`config.mk`:
```
export PLATFORM = sky130hd
export DESIGN_NAME = reset_seq
export DESIGN_NICKNAME = d
export VERILOG_FILES = /design/src/rtl/reset_seq.sv
export SDC_FILE = /design/constraint.sdc
export NUM_CORES = 1
export LEC_CHECK = 0
export CORE_ASPECT_RATIO = 1.4
export CORE_MARGIN = 4
export CORE_UTILIZATION = 57
export CTS_CLUSTER_SIZE = 14
export DETAILED_ROUTE_END_ITERATION = 16
export PLACE_DENSITY = 0.72
export RECOVER_POWER = 50
export SLEW_MARGIN = 30
export SYNTH_ARGS = -nofsm -noshare
export SYNTH_HDL_FRONTEND = slang
export SYNTH_SLANG_ARGS = --single-unit
```
`constraint.sdc`:
```
create_clock -name clock -period 2 [get_ports clock]
set_input_delay 0.4 -clock clock [delete_from_list [all_inputs] [get_ports clock]]
set_output_delay 0.4 -clock clock [all_outputs]
set_load 0.01 [all_outputs]
```
`src/rtl/reset_seq.sv`:
```
// ---------------------------------------------------------------------------
// reset_seq -- reset sequencer for the P1V core.
//
// Collects NSRC asynchronous reset request sources. Each source is
// synchronised, normalised to active-high and debounced. The debounced
// requests drive a three-state sequencer:
//   ACTIVE : at least one source is requesting reset
//   HOLD   : all sources released, reset is held for PULSE_CYC cycles
//   RUN    : core is out of reset
// On release of inp_resn the sequencer issues a full power-on hold pulse.
//
// Parameters:
//   NSRC      number of reset request sources (1..8)
//   POL       per-source polarity, bit=1 marks an active-low source
//   DEB_CYC   debounce length in clock cycles (>=1)
//   PULSE_CYC minimum reset hold after the last source releases (>=1)
//
// Ports:
//   clock     single clock, shared with the core
//   inp_resn  asynchronous active-low reset of the sequencer itself
//   src_in    raw asynchronous reset requests (button, Prop Plug RESn, ...)
//   cause_clr synchronous request to clear cause (honoured only in RUN)
//   res       registered active-high reset to the core
//   resn      registered complement of res
//   cause     sticky record of sources behind the current/last reset episode
// ---------------------------------------------------------------------------
module reset_seq #(
  parameter int              NSRC      = 2,
  parameter logic [NSRC-1:0] POL       = 2'b10,
  parameter int              DEB_CYC   = 1600,
  parameter int              PULSE_CYC = 8000000
) (
  input  logic            clock,
  input  logic            inp_resn,
  input  logic [NSRC-1:0] src_in,
  input  logic            cause_clr,
  output logic            res,
  output logic            resn,
  output logic [NSRC-1:0] cause
);

  localparam int DW = (DEB_CYC > 1) ? $clog2(DEB_CYC + 1) : 1;
  localparam int HW = (PULSE_CYC > 1) ? $clog2(PULSE_CYC + 1) : 1;

  localparam logic [DW-1:0] DEB_LAST  = DW'(DEB_CYC - 1);
  localparam logic [HW-1:0] HOLD_LAST = HW'(PULSE_CYC - 1);
  localparam logic [HW-1:0] HOLD_MAX  = HW'(PULSE_CYC);

  typedef enum logic [1:0] {
    ST_ACTIVE = 2'd0,
    ST_HOLD   = 2'd1,
    ST_RUN    = 2'd2
  } state_t;

  logic [NSRC-1:0] r_sync1;
  logic [NSRC-1:0] r_sync2;
  logic [NSRC-1:0] r_filt;
  logic [DW-1:0]   r_deb_cnt [NSRC];

  state_t          r_state;
  logic [HW-1:0]   r_hold_cnt;
  logic            r_res;
  logic            r_resn;
  logic [NSRC-1:0] r_cause;

  logic [NSRC-1:0] w_req;
  logic            w_any_filt;

  // Saturating increment: the hold counter must never wrap back to zero.
  function automatic logic [HW-1:0] hold_inc(input logic [HW-1:0] c);
    return (c == HOLD_MAX) ? c : (c + HW'(1));
  endfunction

  // Synchronised raw level XOR polarity gives an active-high request.
  assign w_req      = r_sync2 ^ POL;
  assign w_any_filt = |r_filt;

  // Per-source 2-flop synchroniser and debounce filter.
  always_ff @(posedge clock or negedge inp_resn) begin
    if (!inp_resn) begin
      // Synchroniser idles at each source's inactive raw level (= POL bit).
      r_sync1 <= POL;
      r_sync2 <= POL;
      r_filt  <= '0;
      for (int i = 0; i < NSRC; i++) begin
        r_deb_cnt[i] <= '0;
      end
    end else begin
      r_sync1 <= src_in;
      r_sync2 <= r_sync1;
      for (int i = 0; i < NSRC; i++) begin
        if (w_req[i] != r_filt[i]) begin
          // DEB_CYC-th consecutive differing cycle: adopt the new level.
          if (r_deb_cnt[i] == DEB_LAST) begin
            r_filt[i]    <= w_req[i];
            r_deb_cnt[i] <= '0;
          end else begin
            r_deb_cnt[i] <= r_deb_cnt[i] + DW'(1);
          end
        end else begin
          r_deb_cnt[i] <= '0;
        end
      end
    end
  end

  // Sequencer FSM; res/resn are registered from the next state.
  always_ff @(posedge clock or negedge inp_resn) begin
    if (!inp_resn) begin
      r_state    <= ST_ACTIVE;
      r_hold_cnt <= '0;
      r_res      <= 1'b1;
      r_resn     <= 1'b0;
      r_cause    <= '0;
    end else begin
      case (r_state)
        ST_ACTIVE: begin
          r_cause <= r_cause | r_filt;
          r_res   <= 1'b1;
          r_resn  <= 1'b0;
          if (!w_any_filt) begin
            r_state    <= ST_HOLD;
            r_hold_cnt <= '0;
          end else begin
            r_state    <= ST_ACTIVE;
          end
        end
        ST_HOLD: begin
          r_cause <= r_cause | r_filt;
          if (w_any_filt) begin
            // A new request restarts the whole episode.
            r_state    <= ST_ACTIVE;
            r_hold_cnt <= '0;
            r_res      <= 1'b1;
            r_resn     <= 1'b0;
          end else if (r_hold_cnt == HOLD_LAST) begin
            r_state    <= ST_RUN;
            r_hold_cnt <= hold_inc(r_hold_cnt);
            r_res      <= 1'b0;
            r_resn     <= 1'b1;
          end else begin
            r_state    <= ST_HOLD;
            r_hold_cnt <= hold_inc(r_hold_cnt);
            r_res      <= 1'b1;
            r_resn     <= 1'b0;
          end
        end
        ST_RUN: begin
          if (w_any_filt) begin
            // New episode: cause restarts from the current requests; this
            // load wins over a simultaneous cause_clr.
            r_state <= ST_ACTIVE;
            r_cause <= r_filt;
            r_res   <= 1'b1;
            r_resn  <= 1'b0;
          end else if (cause_clr) begin
            r_state <= ST_RUN;
            r_cause <= '0;
            r_res   <= 1'b0;
            r_resn  <= 1'b1;
          end else begin
            r_state <= ST_RUN;
            r_res   <= 1'b0;
            r_resn  <= 1'b1;
          end
        end
        default: begin
          r_state    <= ST_ACTIVE;
          r_hold_cnt <= '0;
          r_res      <= 1'b1;
          r_resn     <= 1'b0;
        end
      endcase
    end
  end

  assign res   = r_res;
  assign resn  = r_resn;
  assign cause = r_cause;

endmodule

```
-- Word level (Yosys, flattened, before mapping)
Cells that the tools add are included.
- input port bits: 5
- bits in registers: 57
- word-level logic and storage cells: 60
- reductions and logical operators: 8
- mux-type cells: 24
- add/sub/neg operators: 3
- bitwise gates (word level): 3
- eq/ne operators: 11
- operators with widths (cell ; number):
    $mux 23 ; 3
    $pmux 23 s3 ; 1
    $eq 23x23->1 const B ; 2
    $mux 11 ; 4
    $add 23x1->23 const B ; 1
    $add 11x1->11 const B ; 2
    $eq 11x11->1 const B ; 2
    $mux 2 ; 5
    $mux 1 ; 7
    $ne 3x3->1 const B ; 2
    $pmux 2 s3 ; 1
    $reduce_and 2->1 ; 3
    $pmux 1 s2 ; 2
    $pmux 2 s2 ; 1
    $reduce_or 2->1 ; 2
    $reduce_and 3->1 ; 1
    $eq 2x1->1 const B ; 1
    $eq 2x2->1 const B ; 1
    $logic_not 2->1 ; 1
    $ne 1x1->1 ; 2
    $ne 2x2->1 const B ; 1
    $not 1->1 ; 2
    $or 2x2->2 ; 1
    $reduce_bool 2->1 ; 1

-- Longest topological paths before layout
Gate-level depths: netlist of run 1.
- depth in word-level cells: 4
- depth in mapped cells: 8
- gate-level depth less buffers: 7

-- Worst setup path after synthesis of run 1
OpenSTA, ideal clock, no wires.
- path type: flip-flop to flip-flop
- start: register r_state[1]
- end: register r_hold_cnt[2]
- cell stages (with the launch flop): 8
- setup slack: 247 ps
- clock period less this slack: 1753 ps
- path buffers: 1
- arrival: 1624 ps
- data required time: 1871 ps
- path through: dfrtp_1 inv_1 ha_1 nor3b_2 nand4_1 o21ai_4 buf_4 o21ai_0
- longest elaborated chain between the ends: 3
- elaborated cells between the ends (all ways): 8
- RTL lines (element ; RTL line ; text):
    from (decl) ; 60 ; state_t r_state;
    from (signal assigned) ; 110 ; r_state <= ST_ACTIVE;
    from (signal assigned) ; 122 ; r_state <= ST_HOLD;
    from (signal assigned) ; 125 ; r_state <= ST_ACTIVE;
    $eq 2x1->1, or another cell as far along ; 116 ; case (r_state)
    $ne 3x3->1 (no line), or another cell as far along ; - ;
    $reduce_and 3->1 (no line) ; - ;
    to (signal assigned) ; 138 ; r_hold_cnt <= hold_inc(r_hold_cnt);
    to (signal assigned) ; 143 ; r_hold_cnt <= hold_inc(r_hold_cnt);
    to (decl) ; 61 ; logic [HW-1:0] r_hold_cnt;
Parallel ways exist; a longest one is shown, timed or not.
A chain may end at the register's enable or synchronous reset.

-- Final worst setup path of run 1
- start: register r_state[1]
- end: register r_hold_cnt[7]
Same word-level chain as after synthesis.

==> metrics.yaml, run 1 <==
route:
  firstDrtPassIters: 4
  drt_iter0_drc: 122
  finalWirelength_mm: 5.66
  detail-route-antenna-nets: 0
  vias: 2275
  drc_errors: 0
  wl_per_cell_um: 14.3
  viasPerCell: 5.73
cells_and_area:
  final_util: 0.702
  multi_input_area_sq_um: 1470
  fillCellCount: 372
  drive_gt1_frac: 0.174
  area_delta_synth_final_pct: 17.6
  layout.nets: 342
  final_cells: 397
  ff_latch_area_sq_um: 1430
  diodes: 0
clock_tree:
  cts.sinks: 57
  cts_hold_buf: 0
  cts_tree: "yes"
  clk_latency_ns: 0.33
  clk_pin_slew_ns: 0.06
  htree_levels: 3
  cts_root_buffer: "clkbuf_8"
  clockBufferDepth: 2
  numCtsBuffers: 9
logic_synthesis:
  yosysTopAreaCell: "dfrtp_1"
  async_reset_ff_frac: 1.00
  synth_nets: 313
  yosysSeqAreaShare: 0.484
  synth_most_common_cell: "dfrtp_1"
  avgSynthCellArea_sq_um: 9.86
  yosys-top-cells-count: "dfrtp_1, nor2_1, nand3_1"
  synth_cells: 300
  synth_ff_type: "dfrtp_1"
  yosysTopAreaCellShare: 0.457
  ys_ff_latch: 57
  synth_area_leaders: "dfrtp_1, nand3_1, nor2_1"
  yosysWarnings: 0
  synth_cell_type_count: 45
  syn_area_sq_um: 2960
  synth_edf_count: 0
critical_path:
  critPathMaxFanout: 8
  start_kind: "register"
  path_class: "register to register"
  crit_required_ns: 2.20
  crit_path_end_kind: "register"
  crit_arrival_ns: 2.08
outcome:
  status: "completed"
timing:
  hold_viol: 0
  whs_ns: 0.356
  period_share: 0.939
  setup_viol: 0
  final_max_slew_viol_count: 0
  slew_headroom: 0.0822
  fin_crit_ns: 1.88
  clock-skew-final_ns: 0.00758
  worst_pin_slew_ns: 1.38
  rsz0062_at_grt: "true"
  fmax_mhz: 532
  tns_ns: 0
die:
  start_util: 0.597
  dieHeight_um: 93.2
  pin_count: 9
  die_x_um: 68.9
  dieArea_sq_um: 6420
  row_count: 30
  core_region_area_sq_um: 4950
place:
  place_inst: 375
  place.gp.congestion: 0.796
  io_buffers: 8
  dp_hpwl_mm: 3.80
power_and_ir_drop:
  leakage_uw: 0.00146
  total_power_uw: 2400
  peakVddDrop_mv: 0.736
  powerDensity_nw_per_um2: 690
job:
  max_cap_violations: 0
grt:
  grt_remaining_overflow: 0
  top_usage_layer: "met2"
  grt_use_met3: 0.0541
  grt_max_degree: 58
  grt_first_pass_wirelength_mm: 9.75
  grt_usage: 0.202
  use_met2: 0.305
  grt_pass1_vias: 2068
  met1_usage: 0.275
  antenna_found_initial: 0
hold_path:
  hp-class: "register to register"
==> report_power, final <==
| group | internal, uW | switching [uW] | leakage, uW |
|---|---|---|---|
| sequential | 1170 | 11.1 | 0.000760 |
| combinational | 17.0 | 36.1 | 0.000598 |
| clock | 725 | 441 | 0.000104 |
==> layout by cell type, fill, tap and decap left out, types with 3 or more instances in the layout <==
cell	instances
o31ai_1	11
nand3_1	30
inv_1	6
and2_1	5
a21oi_1	10
nand2_1	25
buf_4	14
and3_1	3
nand4_1	6
clkbuf_8	10
dfrtp_1	53
clkdlybuf4s50_1	7
nor3_1	6
a31oi_1	7
dfstp_2	3
xor2_1	13
nand2b_1	3
nor2_1	39
o21ai_0	18
ha_1	7
o21ai_1	4
xnor2_1	7
==> layout make-up <==
cell class / instances / area share
Inverter: 7 / 0.00756
Timing Repair Buffer: 27 / 0.0713
Sequential cell: 57 / 0.412
Clock buffer: 10 / 0.0396
Multi-Input combinational cell: 227 / 0.424
Clock inverter: 5 / 0.0230
Tap cell: 64 / 0.0230
==> critical path, stage by stage, from the launching register on <==
cell and delay, ns:
dfrtp_1 0.41, buf_4 0.14, ha_1 0.29, a21oi_1 0.24
o21ai_2 0.13, buf_4 0.15, buf_6 0.12, o21ai_0 0.17
o31ai_1 0.09
==> metrics by stage <==
stage	worst slack (ns)	cell area (sq um)
final	0.121	3480
after detailed placement	0.160	3190
after CTS	0.113	3400
after global placement	0.196	3190
after floorplan	0.247	2960
after global routing	-0.0245	3480
==> routing by layer <==
layer | routed length [um] | vias up
met4 | 107 | 0
li1 | - | 1137
met1 | 2650 | 1091
met2 | 2680 | 38
met5 | 0 | -
met3 | 233 | 9
==> path summary, 6_finish.rpt <==
path                                           start                        end  cells after the start  slack (ns)
worst min register to register  r_sync1[1]$_DFF_PN1_       r_sync2[1]$_DFF_PN1_                      0        0.36
worst min-delay path            r_sync1[1]$_DFF_PN1_       r_sync2[1]$_DFF_PN1_                      0        0.36
worst max register to register  r_state[1]$_DFF_PN0_  r_hold_cnt[7]$_DFFE_PN0P_                      8        0.12
worst max-delay path            r_state[1]$_DFF_PN0_  r_hold_cnt[7]$_DFFE_PN0P_                      8        0.12
min in group asynchronous                   inp_resn    r_deb_cnt[16]$_DFF_PN0_                      2        0.46
max in group asynchronous                   inp_resn  r_hold_cnt[9]$_DFFE_PN0P_                      2        0.60
==> state kept, by name, indices dropped and copies added (netlist names) <==
name / cells
r_hold_cnt: 23
r_deb_cnt: 22
cause: 2
r_filt: 2
r_state: 2
r_sync1: 2
r_sync2: 2
res: 1
resn: 1
==> cells by family (layout without fill, tap and decap cells) <==
| group | count (synthesis) | in the layout | share of synthesized area |
|---|---|---|---|
| buffers and inverters | 16 | 49 | 0.0267 |
| flip-flops | 57 | 57 | 0.484 |
| AO/OA/AOI/OAI | 61 | 61 | 0.132 |
| adder cells (fa/ha/maj) | 8 | 8 | 0.0339 |
| AND/OR/NAND/NOR | 137 | 137 | 0.261 |
| XOR/XNOR | 20 | 20 | 0.0592 |
| multiplexers | 1 | 1 | 0.00381 |
==> what timing repair did <==
action                     CTS  global route
hold endpoints to repair     0             0
setup endpoints to repair    0            11
gates resized for setup      0            13
buffers inserted             0             7
Note: power is estimated with default switching activity, not from simulation.
==> run 2, diff against run 1 <==
- CORE_UTILIZATION: 57 -> 30
- CTS_CLUSTER_SIZE: 14 -> 10
- PLACE_DENSITY: 0.72 -> 0.42
==> metrics.yaml, run 2 (same netlist as run 1, synthesis figures left out) <==
timing:
  hold_viol: 0  # unchanged
  rsz0062_at_grt: "false"
  postLayoutSetupSlackWorst_ns: 0.144  # +0.0234 ns
  period_share: 0.928  # -0.0117
  final_max_slew_viol_count: 0  # unchanged
  fin_crit_ns: 1.86  # -0.0234 ns
  setup_viol: 0  # unchanged
  whs_ns: 0.347  # -0.00892 ns
  slew_headroom: 0.0276  # -0.0546
  tns_ns: 0  # unchanged
  fmax_mhz: 539  # +1.3%
  worst_pin_slew_ns: 1.46  # +0.0819 ns
  clock-skew-final_ns: 0.00562  # -0.00195 ns
clock_tree:
  clk_pin_slew_ns: 0.06  # about the same
  clockBufferDepth: 2  # unchanged
  numCtsBuffers: 9  # unchanged
  htree_levels: 3  # unchanged
  cts.sinks: 57  # unchanged
  cts_root_buffer: "clkbuf_16"
  cts_tree: "yes"
  clk_latency_ns: 0.33  # about the same
  cts_hold_buf: 0  # unchanged
power_and_ir_drop:
  power_frac_comb: 0.020  # -0.002
  intPower_uw: 2190  # +14%
  peakVddDrop_mv: 0.362  # -51%
  clockPowerShare: 0.558  # +0.072
  powerDensity_nw_per_um2: 779  # +13%
  power.switching_uw: 610  # +25%
  swShare: 0.218  # +0.0148
  leakage_uw: 0.00148  # +1.6%
  p_seq_frac: 0.423  # -0.069
cells_and_area:
  final_common_cell: "dfrtp_1"
  largest_reg_flops: 23  # unchanged
  fillCellCount: 1005  # +170%
  regMostFlops: "r_hold_cnt"
  diodes: 0  # unchanged
  drive_gt1_frac: 0.165  # -0.00901
  layout.nets: 341  # -0.29%
  multi_input_area_sq_um: 1450  # -1.4%
  area_delta_synth_final_pct: 21.4
  layout_common_cells: "dfrtp_1, nor2_1, nand3_1, nand2_1, o21ai_0"
  ff_latch_area_sq_um: 1430  # about the same
  reg_top3: "r_hold_cnt (23), r_deb_cnt (22)"
  final_util: 0.375  # -0.326
  final_cells: 465  # +17%
die:
  core_region_area_sq_um: 9560  # +93%
  start_util: 0.309  # -0.288
  dieHeight_um: 125  # +35%
  row_count: 42  # +40%
  dieArea_sq_um: 11500  # +80%
  pin_count: 9  # unchanged
  die_x_um: 91.9  # +33%
route:
  drc_errors: 0  # unchanged
  detail-route-antenna-nets: 0  # unchanged
  wl_met1_mm: 3.03  # +15%
  viasPerCell: 4.94  # -14%
  route.met3.wl_um: 174  # -25%
  firstDrtPassIters: 4  # unchanged
  wl_met2_mm: 3.39  # +27%
  dr.max_layer_used: "met4"
  wl_per_cell_um: 14.4  # +1.1%
  vias: 2296  # +0.92%
  drt_iter0_drc: 103  # -16%
  finalWirelength_mm: 6.71  # +18%
grt:
  grt_pass1_vias: 2335  # +13%
  grt_usage: 0.128  # -0.0748
  antenna_found_initial: 0  # unchanged
  grt_max_degree: 58  # unchanged
  grt_first_pass_wirelength_mm: 11.6  # +19%
  grt_remaining_overflow: 0  # unchanged
critical_path:
  start_kind: "register"
  cpMaxStageDelayCell: "dfrtp_1"
  cp_slowest_stage_delay_ns: 0.40  # about the same
  path_cells: "inv_1, ha_1, nor3b_2, nand4_1, o21ai_4, buf_4, o311ai_0"
  rrSetupSlack_ns: 0.14  # +0.02 ns
  reg2reg_depth: 7  # -1
  reg2reg_from: "r_state[1]$_DFF_PN0_"
  path_class: "register to register"
  crit_arrival_ns: 2.04  # -0.04 ns
  reg2reg_to: "r_hold_cnt[8]$_DFFE_PN0P_"
  crit_required_ns: 2.19  # about the same
  critPathMaxFanout: 8  # unchanged
  crit_path_end_kind: "register"
place:
  io_buffers: 8  # unchanged
  dp_slack_ns: 0.124  # -0.0360 ns
  place.gp.congestion: 0.718  # -9.7%
  dp_hpwl_mm: 4.47  # +18%
  place_inst: 446  # +19%
hold_path:
  min_path_cells: 0  # unchanged
  hold_end: "r_sync2[0]$_DFF_PN0_"
  hp-start: "r_sync1[0]$_DFF_PN0_"
  hp-class: "register to register"
outcome:
  status: "completed"
job:
  max_cap_violations: 0  # unchanged
## run 2: cell types whose count changed in the layout (fill, tap and decap cells not counted), moves of 2 or more
cell / delta
clkinv_4: +2
o21ai_0: +3
clkbuf_16: +9
buf_12: -2
buf_6: -2
buf_4: +3
clkbuf_8: -9
o21ai_1: -3
## run 2: worst max-delay path, delay by kind of cell, from the launching register on
family	cells	cell delay [ns]
and+or+nand+nor	2	0.46
DFF	1	0.40
adders and majority gates	1	0.16
buffers and inverters	2	0.30
AOI/OAI and AO/OA	2	0.40
## run 2: how the worst max path moves through the flow
| stage | start | to | cells after the start |
|---|---|---|---|
| 3_5_place_dp | r_hold_cnt[0]$_DFFE_PN0P_ | r_hold_cnt[16]$_DFFE_PN0P_ | 5 |
| 3_3_place_gp | r_state[1]$_DFF_PN0_ | r_hold_cnt[8]$_DFFE_PN0P_ | 7 |
| 5_1_grt | r_state[1]$_DFF_PN0_ | r_hold_cnt[8]$_DFFE_PN0P_ | 7 |
| 2_1_floorplan | r_state[1]$_DFF_PN0_ | r_hold_cnt[2]$_DFFE_PN0P_ | 7 |
| 6_report | r_state[1]$_DFF_PN0_ | r_hold_cnt[8]$_DFFE_PN0P_ | 7 |
| 4_1_cts | r_hold_cnt[0]$_DFFE_PN0P_ | r_hold_cnt[16]$_DFFE_PN0P_ | 5 |
## run 2: power by group through the flow
stage	combinational (uW)	sequential (uW)	clock (uW)
after floorplan	21.2	1200	0
after global placement	63.1	1200	0
after detailed placement	63.0	1200	0
after CTS	63.3	1180	1610
after global routing	67.2	1180	1640
final	55.2	1180	1560
## run 2: repair_timing
action,in CTS,in global routing
setup buffers,0,3
hold endpoints to repair,0,0
setup endpoints to repair,0,6
gates resized for setup,0,1
## run 2: area by class of cell
class	count	share of cell area
sequential	57	0.399
clock buffer	10	0.0666
multi-input combinational	227	0.405
clock inverter	6	0.0188
timing repair buffer	26	0.0579
inverter	7	0.00732
tap	132	0.0460
## run 2: per-layer routing
layer	track usage	up-vias
li1	-	1134
met3	0.0222	7
met4	0.0735	0
met2	0.203	27
met1	0.163	1128
met5	0	-
## run 2: metrics by stage
stage	area [sq um]	total power [uW]
2_1_floorplan	2960	1220
3_3_place_gp	3270	1260
3_5_place_dp	3270	1260
4_1_cts	3580	2850
5_1_grt	3590	2890
6_report	3590	2800
==> run 3, diff against run 2 <==
- SLEW_MARGIN: 30 -> 10
==> results of run 3 <==
No change in the layout: final DEF, timing and power equal those of run 2.
